==> config.mk <==
export PLATFORM = sky130hd
export DESIGN_NAME = spi_byte_master
export DESIGN_NICKNAME = d
export VERILOG_FILES = /design/src/rtl/spi_pkg.sv /design/src/rtl/spi_sclk_gen.sv /design/src/rtl/spi_byte_master.sv
export SDC_FILE = /design/constraint.sdc
export NUM_CORES = 1
export LEC_CHECK = 0
export ABC_AREA = 0
export CAP_MARGIN = 10
export CORE_MARGIN = 3
export CORE_UTILIZATION = 50
export DETAILED_ROUTE_END_ITERATION = 8
export HOLD_SLACK_MARGIN = 0.02
export PLACE_DENSITY = 0.75
export SYNTH_ARGS = -nofsm -noshare
export SYNTH_HDL_FRONTEND = slang
export SYNTH_SLANG_ARGS = --single-unit
==> constraint.sdc <==
create_clock -name clk -period 4 [get_ports clk]
set_clock_uncertainty 0.2 [all_clocks]
set_input_delay 0.8 -clock clk [delete_from_list [all_inputs] [get_ports clk]]
set_output_delay 0.8 -clock clk [all_outputs]
set_load 0.01 [all_outputs]
==> src/rtl/spi_pkg.sv <==
// spi_pkg: shared constants for the SPI byte master
//   SPI_MODE decode bit positions, FSM state encodings, transfer sizing.
package spi_pkg;
    localparam int CPOL_BIT       = 1;
    localparam int CPHA_BIT       = 0;
    localparam int BITS_PER_XFER  = 8;
    localparam int EDGES_PER_XFER = 2 * BITS_PER_XFER;
    typedef enum logic [1:0] {IDLE = 2'd0, SHIFT = 2'd1, DONE = 2'd2} state_e;
endpackage

==> src/rtl/spi_sclk_gen.sv <==
// spi_sclk_gen: half-bit timer producing leading/trailing spisclk edge strobes
//   clk, rst        : clock, synchronous active-high reset
//   en_i            : count while high, held cleared while low
//   lead_pulse_o    : strobe, next edge is a leading (odd) edge
//   trail_pulse_o   : strobe, next edge is a trailing (even) edge
//   last_edge_o     : strobe, this edge is the final edge of the byte
module spi_sclk_gen
    import spi_pkg::*;
#(
    parameter int CLKS_PER_HALF_BIT = 4
) (
    input  logic clk,
    input  logic rst,
    input  logic en_i,
    output logic lead_pulse_o,
    output logic trail_pulse_o,
    output logic last_edge_o
);
    localparam int CW = $clog2(CLKS_PER_HALF_BIT);
    localparam logic [CW-1:0] HALF_MAX = CW'(CLKS_PER_HALF_BIT - 1);

    if (CLKS_PER_HALF_BIT < 2) begin : g_bad_half
        $error("CLKS_PER_HALF_BIT must be >= 2");
    end

    logic [CW-1:0] half_cnt_q, half_cnt_d;
    logic [4:0] edge_cnt_q, edge_cnt_d;
    logic wrap;

    always_comb begin
        wrap          = en_i && half_cnt_q == HALF_MAX;
        half_cnt_d    = (!en_i || wrap) ? '0 : half_cnt_q + 1'b1;
        edge_cnt_d    = !en_i ? '0 : edge_cnt_q + 5'(wrap);
        lead_pulse_o  = wrap && !edge_cnt_q[0];
        trail_pulse_o = wrap && edge_cnt_q[0];
        last_edge_o   = wrap && edge_cnt_q == 5'(EDGES_PER_XFER - 1);
    end

    always_ff @(posedge clk) begin
        if (rst) begin
            half_cnt_q <= '0;
            edge_cnt_q <= '0;
        end else begin
            half_cnt_q <= half_cnt_d;
            edge_cnt_q <= edge_cnt_d;
        end
    end
endmodule

==> src/rtl/spi_byte_master.sv <==
// spi_byte_master: byte-wide SPI master, one byte shifted out and in per accepted request
//   clk, rst      : clock, synchronous active-high reset
//   spitx/spitxdv : byte to send (MSB first) and request strobe, taken when spitxready=1
//   spitxready    : idle / able to accept (also high in the completion cycle)
//   spirx/spirxdv : last received byte and its one-cycle update pulse
//   spisclk/spimosi/spimiso : SPI pins (chip select is handled outside)
//   SPI_LOOPBACK_EN (macro) : adds spiloopback, sampling the registered spimosi instead of spimiso
module spi_byte_master
    import spi_pkg::*;
#(
    parameter int SPI_MODE          = 0,
    parameter int CLKS_PER_HALF_BIT = 4
) (
    input  logic       clk,
    input  logic       rst,
    input  logic [7:0] spitx,
    input  logic       spitxdv,
    output logic       spitxready,
    output logic [7:0] spirx,
    output logic       spirxdv,
    output logic       spisclk,
    output logic       spimosi,
`ifdef SPI_LOOPBACK_EN
    input  logic       spiloopback,
`endif
    input  logic       spimiso
);
    localparam logic [1:0] MODE = 2'(SPI_MODE);
    localparam logic CPOL = MODE[CPOL_BIT];
    localparam logic CPHA = MODE[CPHA_BIT];

    if (SPI_MODE < 0 || SPI_MODE > 3) begin : g_bad_mode
        $error("SPI_MODE must be 0..3");
    end

    state_e state_q, state_d;
    logic [7:0] tx_sr_q, tx_sr_d, rx_sr_q, rx_sr_d, spirx_q, spirx_d;
    logic spirxdv_q, spirxdv_d, sclk_q, sclk_d, mosi_q, mosi_d;
    logic lead, trail, last_edge, accept, drive, sample, miso_bit;

    spi_sclk_gen #(.CLKS_PER_HALF_BIT(CLKS_PER_HALF_BIT)) u_sclk_gen (
        .clk          (clk),
        .rst          (rst),
        .en_i         (state_q == SHIFT),
        .lead_pulse_o (lead),
        .trail_pulse_o(trail),
        .last_edge_o  (last_edge)
    );

`ifdef SPI_LOOPBACK_EN
    assign miso_bit = spiloopback ? mosi_q : spimiso;
`else
    assign miso_bit = spimiso;
`endif

    // CPHA=0 presents bit 7 at acceptance, so the final trailing edge has nothing left to drive.
    always_comb begin
        accept    = state_q != SHIFT && spitxdv;
        drive     = CPHA ? lead : trail && !last_edge;
        sample    = CPHA ? trail : lead;
        state_d   = state_q == SHIFT ? (last_edge ? DONE : SHIFT) : (accept ? SHIFT : IDLE);
        tx_sr_d   = accept ? spitx : drive ? {tx_sr_q[6:0], 1'b0} : tx_sr_q;
        mosi_d    = accept ? (CPHA ? mosi_q : spitx[7])
                  : drive ? (CPHA ? tx_sr_q[7] : tx_sr_q[6]) : mosi_q;
        rx_sr_d   = sample ? {rx_sr_q[6:0], miso_bit} : rx_sr_q;
        sclk_d    = sclk_q ^ (lead | trail);
        spirx_d   = state_q == DONE ? rx_sr_q : spirx_q;
        spirxdv_d = state_q == DONE;
    end

    always_ff @(posedge clk) begin
        if (rst) begin
            state_q   <= IDLE;
            tx_sr_q   <= '0;
            rx_sr_q   <= '0;
            spirx_q   <= '0;
            spirxdv_q <= 1'b0;
            sclk_q    <= CPOL;
            mosi_q    <= 1'b0;
        end else begin
            state_q   <= state_d;
            tx_sr_q   <= tx_sr_d;
            rx_sr_q   <= rx_sr_d;
            spirx_q   <= spirx_d;
            spirxdv_q <= spirxdv_d;
            sclk_q    <= sclk_d;
            mosi_q    <= mosi_d;
        end
    end

    assign spitxready = state_q != SHIFT;
    assign spirx      = spirx_q;
    assign spirxdv    = spirxdv_q;
    assign spisclk    = sclk_q;
    assign spimosi    = mosi_q;
endmodule

---- Word level (Yosys, flattened, before mapping) ----
Cells that the tools add are included.
word-level totals
  bits in registers ....................... 35
  output and inout port bits .............. 12
cells by class
  equal/unequal tests ..................... 5
  $add $sub $neg .......................... 2
  muxes and demuxes ....................... 7
  bitwise logic cells ..................... 3
  reductions and logical operators ........ 13
operators with widths
  cell                                            count
  2-to-1 mux 7 bit                                2
  logical AND 1 bit                               6
  adder 5 x 1 -> 5 bit                            1
  == test 5 x 4 -> 1 bit (second input constant)  1
  == test 2 bit (second input constant)           2
  2-to-1 mux 2 bit                                2
  OR reduction 2 bit                              2
  logical NOT 1 bit                               3
  2-to-1 mux 1 bit                                3
  adder 2 x 1 -> 2 bit (second input constant)    1
  == test 2 x 1 -> 1 bit (second input constant)  1
  != test 2 x 1 -> 1 bit (second input constant)  1
  nonzero test 2 bit                              1
  logical OR 1 bit                                1
  NOT 1 bit                                       1
  OR 1 bit                                        1
  bitwise XOR 1 bit                               1

---- Logic depth before layout (Yosys ltp) ----
  depth after elaboration ................. 7
  gate-level depth with buffers ........... 8

---- Hierarchy ----
A second synthesis with hierarchy kept.
unflattened totals
  cells, all modules ...................... 145
  area total of the unflattened synthesis .. 1,416.4 um^2
modules (own cells, without submodules)
  module           instances  seq. area each (um^2)  area an instance (um^2)  cells each
  spi_byte_master  1          560.5                  1,096.1                  114
  spi_sclk_gen     1          140.1                  320.3                    31

---- Worst setup path before layout ----
No wires, ideal clock.
  path type ............................... input port to flip-flop
  start ................................... in rst
  end ..................................... reg u_sclk_gen.half_cnt_q[1]
  arrival ................................. 1,580 ps
  cell stages on the path ................. 4
  setup slack ............................. 2,140 ps
  library setup time ...................... 80 ps
  path through ............................ buf_2 > or2_2 > clkbuf_1 > nor3b_1
between the ends
  longest elaborated chain between the ends .. 1
RTL lines
  what                          line                   source
  start: declaration            spi_byte_master.sv:15  input logic rst,
  OR reduction 2 bit (no line)  --
  end signal: assignment        spi_sclk_gen.sv:44     half_cnt_q <= half_cnt_d;
  end: declaration              spi_sclk_gen.sv:26     logic [CW-1:0] half_cnt_q, half_cnt_d;
Every way passes these cells.
A chain may end at the register's enable or synchronous reset.

---- Worst setup path after layout ----
  start ................................... reg state_q[1]
  end ..................................... out spitxready
between the ends
  longest elaborated chain between the ends .. 1
RTL lines
  what                      line                   source
  start: declaration        spi_byte_master.sv:36  state_e state_q, state_d;
  start signal: assignment  spi_byte_master.sv:81  state_q <= state_d;
  != test 2 x 1 -> 1 bit    spi_byte_master.sv:91  assign spitxready = state_q != SHIFT;
  end: declaration          spi_byte_master.sv:18  output logic spitxready,
Every way passes these cells.

==> impl_metrics.tcl <==
set metrics [dict create \
    tritoncts.num_buffers 5 \
    rr_startpoint "u_sclk_gen.half_cnt_q[0]" \
    drt_pass1_iterations 2 \
    path_clk_slew_ns 0.11 \
    route.detailed.wl_per_inst_um 12.3 \
    clock_sinks 35 \
    critical_path.reg2reg.endpoint "tx_sr_q[2]" \
    globalplace.congestion 0.682 \
    nNetsFinal 176 \
    tritoncts "done" \
    insertedDiodeCount 0 \
    clock_path_buffers 2 \
    vias 990 \
    critical_path.startpoint_type "register" \
    vias_per_cell 5.18 \
    detail_route.iter0.violations 15 \
    worstPathRequired_ns 3.00 \
    multi_input_combinational_cell_area_um2 618 \
    worst_hold_path.endpoint "u_sclk_gen.half_cnt_q[0]" \
    drt.antenna.violating_nets 0 \
    cellInternalPower_uw 574 \
    report.final.setup_viol 0 \
    outcome "complete, no violations" \
    cp.arrival_ns 1.44 \
    fraction_of_synthesized_cell_area_in_xor_and_xnor_cells_pct 2.55 \
    reg2reg_depth 7 \
    final_critical_path_required_period_ns 2.44 \
    postLayoutCoreUtil_pct 67.4 \
    core_um2 2540 \
    worst-slew-pin-transition_ns 0.485 \
    post_synth_fa_ha_maj_area_fraction_pct 3.65 \
    ys_types 32 \
    globalRoute.totalOverflow 0 \
    die_height_um 58.4 \
    setup.reg_to_reg.worst_slack_ns 1.87 \
    ys_async_sr_fraction_pct 0 \
    synth_compound_area_share_pct 13.0 \
    synth_sequential_area_ratio_pct 51.0 \
    dp_hpwl_um 1690 \
    post-cts-setup-buffers 0 \
    syn2layout_area_growth_pct 24.9 \
    finalInstanceArea_um2 1710 \
    synth.area.mux_share_pct 5.83 \
    timing.final.crit_share_pct 61.0 \
    layout-drive-gt1-share_pct 11.2 \
    timing.critical_path.to_type "output port" \
    largest_voltage_drop_on_the_vdd_net_v 0.000423 \
    share_clk_of_total_power_pct 43.9 \
    yosys_register_bits 35 \
    critical_path_peak_fanout 8 \
    cts.repair.resized 0 \
    seq_power_share_pct 50.2 \
    synth-simple-area-share_pct 20.0 \
    drc 0 \
    hold_depth 1 \
    grt_antenna_before_repair 0 \
    cts.root.buffer_cell "clkbuf_4" \
    timing_hold_violations_final 0 \
    postCtsHoldBufs 0 \
    final.fill_count 213 \
    static_leakage_nw 0.606 \
    synth_top_area_share_pct 51.0 \
    clock_latency_ns 0.34 \
    syn_avg_cell_area_um2 10.0 \
    post_synth_inst_count 137 \
    synth_enable_flop_cells 0 \
    first_global_vias 1006 \
    die_x_um 58.4 \
    aggregate_negative_setup_slack_ns 0 \
    seq_area_um2 701 \
    placement.cell_area_um2 1610 \
    totalWireLength_um 2360 \
    die_area_um2 3410 \
    p_switching_uw 146 \
    max_frequency_mhz 410 \
    netSwitchingFraction_pct 20.3 \
    io_buffer_count 23 \
    rows 18 \
    synth_area_leader_cell "dfxtp_1" \
    hold_start "u_sclk_gen.half_cnt_q[0]" \
    grt_max_degree 23 \
    mappedNetlistNets 153 \
    h_tree_depth 2 \
    initial_core_util_pct 53.9 \
    grt_setup_unrepaired "no" \
    post_synth_main_area_contributors "dfxtp_1 (51%), mux2i_1 (5.8%), a221o_1 (5.1%)" \
    grt_pass1_wl_um 4120 \
    drv_cap 0 \
    maxSlewViolCount 0 \
    timing.setup.critical_path_class "reg -> out" \
    power_density_over_the_cells_nw_per_um2 420 \
    ys.warnings.count 0 \
    dominantRegCellSynth "dfxtp_1" \
    power_frac_comb_pct 5.9 \
    combinational_family_with_the_most_area_after_synthesis "simple AND/OR/NAND/NOR gates" \
    slew_headroom_pct 67.7 \
    synthesis.area_um2 1370 \
    io_pins 24 \
    holdCritPathClass "reg -> reg" \
    globalRouteTotalUtil_pct 16.2 \
]
-- metal layers --
layer / track usage, % / vias up / share of wire [%]
li1: - / 506 / -
met1: 16.4 / 456 / 42
met2: 28.7 / 24 / 51
met3: 4.61 / 4 / 5.5
met4: 10.9 / 0 / 1.6
met5: 0 / - / 0
-- worst max-delay path by stage --
stage,startpoint,to,slack [ns],cells after the start
2_1_floorplan,rst,u_sclk_gen.half_cnt_q[1],2.14,4
3_3_place_gp,rst,tx_sr_q[3],1.45,5
3_5_place_dp,rst,tx_sr_q[2],1.42,5
4_1_cts,state_q[1],spitxready,1.54,2
5_1_grt,state_q[1],spitxready,1.51,2
6_report,state_q[1],spitxready,1.56,2
-- worst max-delay path: stages, from the launching register on --
cell	delay, ns
dfxtp_1	0.36
nand2b_4	0.19
clkdlybuf4s50_1	0.55
-- cell families (layout without fill, tap and decap cells) --
group	count (synthesis)	after routing
DFF	35	35
muxes	8	8
adders and majority gates	4	4
buffers and inverters	12	36
AOI/OAI and AO/OA	20	20
xor gates and xnor gates	4	4
and+or+nand+nor	54	54
-- stage by stage --
| step | instances | total power [mW] | hold WS [ns] | setup slack [ns] |
|---|---|---|---|---|
| floorplan | 137 | 0.394 | 0.208 | 2.14 |
| global placement | 183 | 0.410 | 0.216 | 1.45 |
| detailed placement | 183 | 0.411 | 0.238 | 1.42 |
| CTS | 191 | 0.729 | 0.253 | 1.54 |
| global route | 191 | 0.745 | 0.287 | 1.51 |
| finish | 191 | 0.720 | 0.244 | 1.56 |
-- synth_stat cells, types with 2 or more instances --
master,n
a21oi_1,8
a221o_1,7
and2_0,6
buf_1,2
clkbuf_1,4
dfxtp_1,35
ha_1,4
inv_1,4
mux2i_1,8
nand2_1,17
nand3_1,2
nor2_1,18
xor2_1,3
-- cell type report --
| cell class | count | area share, % |
|---|---|---|
| clock buffer | 5 | 2.19 |
| clock inverter | 3 | 3.94 |
| inverter | 4 | 0.876 |
| multi-input combinational | 90 | 36.1 |
| sequential | 35 | 40.9 |
| tap | 30 | 2.19 |
| timing repair buffer | 24 | 13.9 |
-- power by group through the flow --
stage	registers [mW]	logic, mW	clock network, mW
after detailed placement	0.369	0.0421	0
after floorplan	0.368	0.0252	0
after global placement	0.369	0.0409	0
after CTS	0.361	0.0428	0.325
after global routing	0.363	0.0464	0.336
final	0.361	0.0425	0.316
-- sequential cells by signal, summed over array words and instances, names as in the netlist --
| register | cells |
|---|---|
| state_q | 2 |
| rx_sr_q | 8 |
| spisclk | 1 |
| spirx | 8 |
| spirxdv | 1 |
| tx_sr_q | 7 |
| u_sclk_gen.edge_cnt_q | 5 |
| u_sclk_gen.half_cnt_q | 2 |
| spimosi | 1 |
-- layout by cell type, fill, tap and decap left out --
| master | n |
|---|---|
| a2111oi_4 | 1 |
| a21o_2 | 1 |
| a21oi_1 | 8 |
| a21oi_4 | 1 |
| a221o_1 | 7 |
| a22o_1 | 1 |
| and2_0 | 6 |
| and2_1 | 1 |
| and2b_2 | 1 |
| and3b_1 | 1 |
| buf_4 | 1 |
| bufinv_16 | 2 |
| clkbuf_4 | 5 |
| clkdlybuf4s50_1 | 23 |
| clkinvlp_4 | 1 |
| dfxtp_1 | 35 |
| ha_1 | 4 |
| inv_1 | 4 |
| mux2i_1 | 8 |
| nand2_1 | 17 |
| nand2b_4 | 1 |
| nand3_1 | 2 |
| nand4b_1 | 1 |
| nor2_1 | 18 |
| nor3_1 | 1 |
| nor3_2 | 1 |
| nor3b_1 | 1 |
| o21bai_1 | 1 |
| or2_2 | 1 |
| or2b_2 | 1 |
| or3_4 | 1 |
| xnor2_1 | 1 |
| xor2_1 | 3 |
Power figures use the tool's default switching activity.
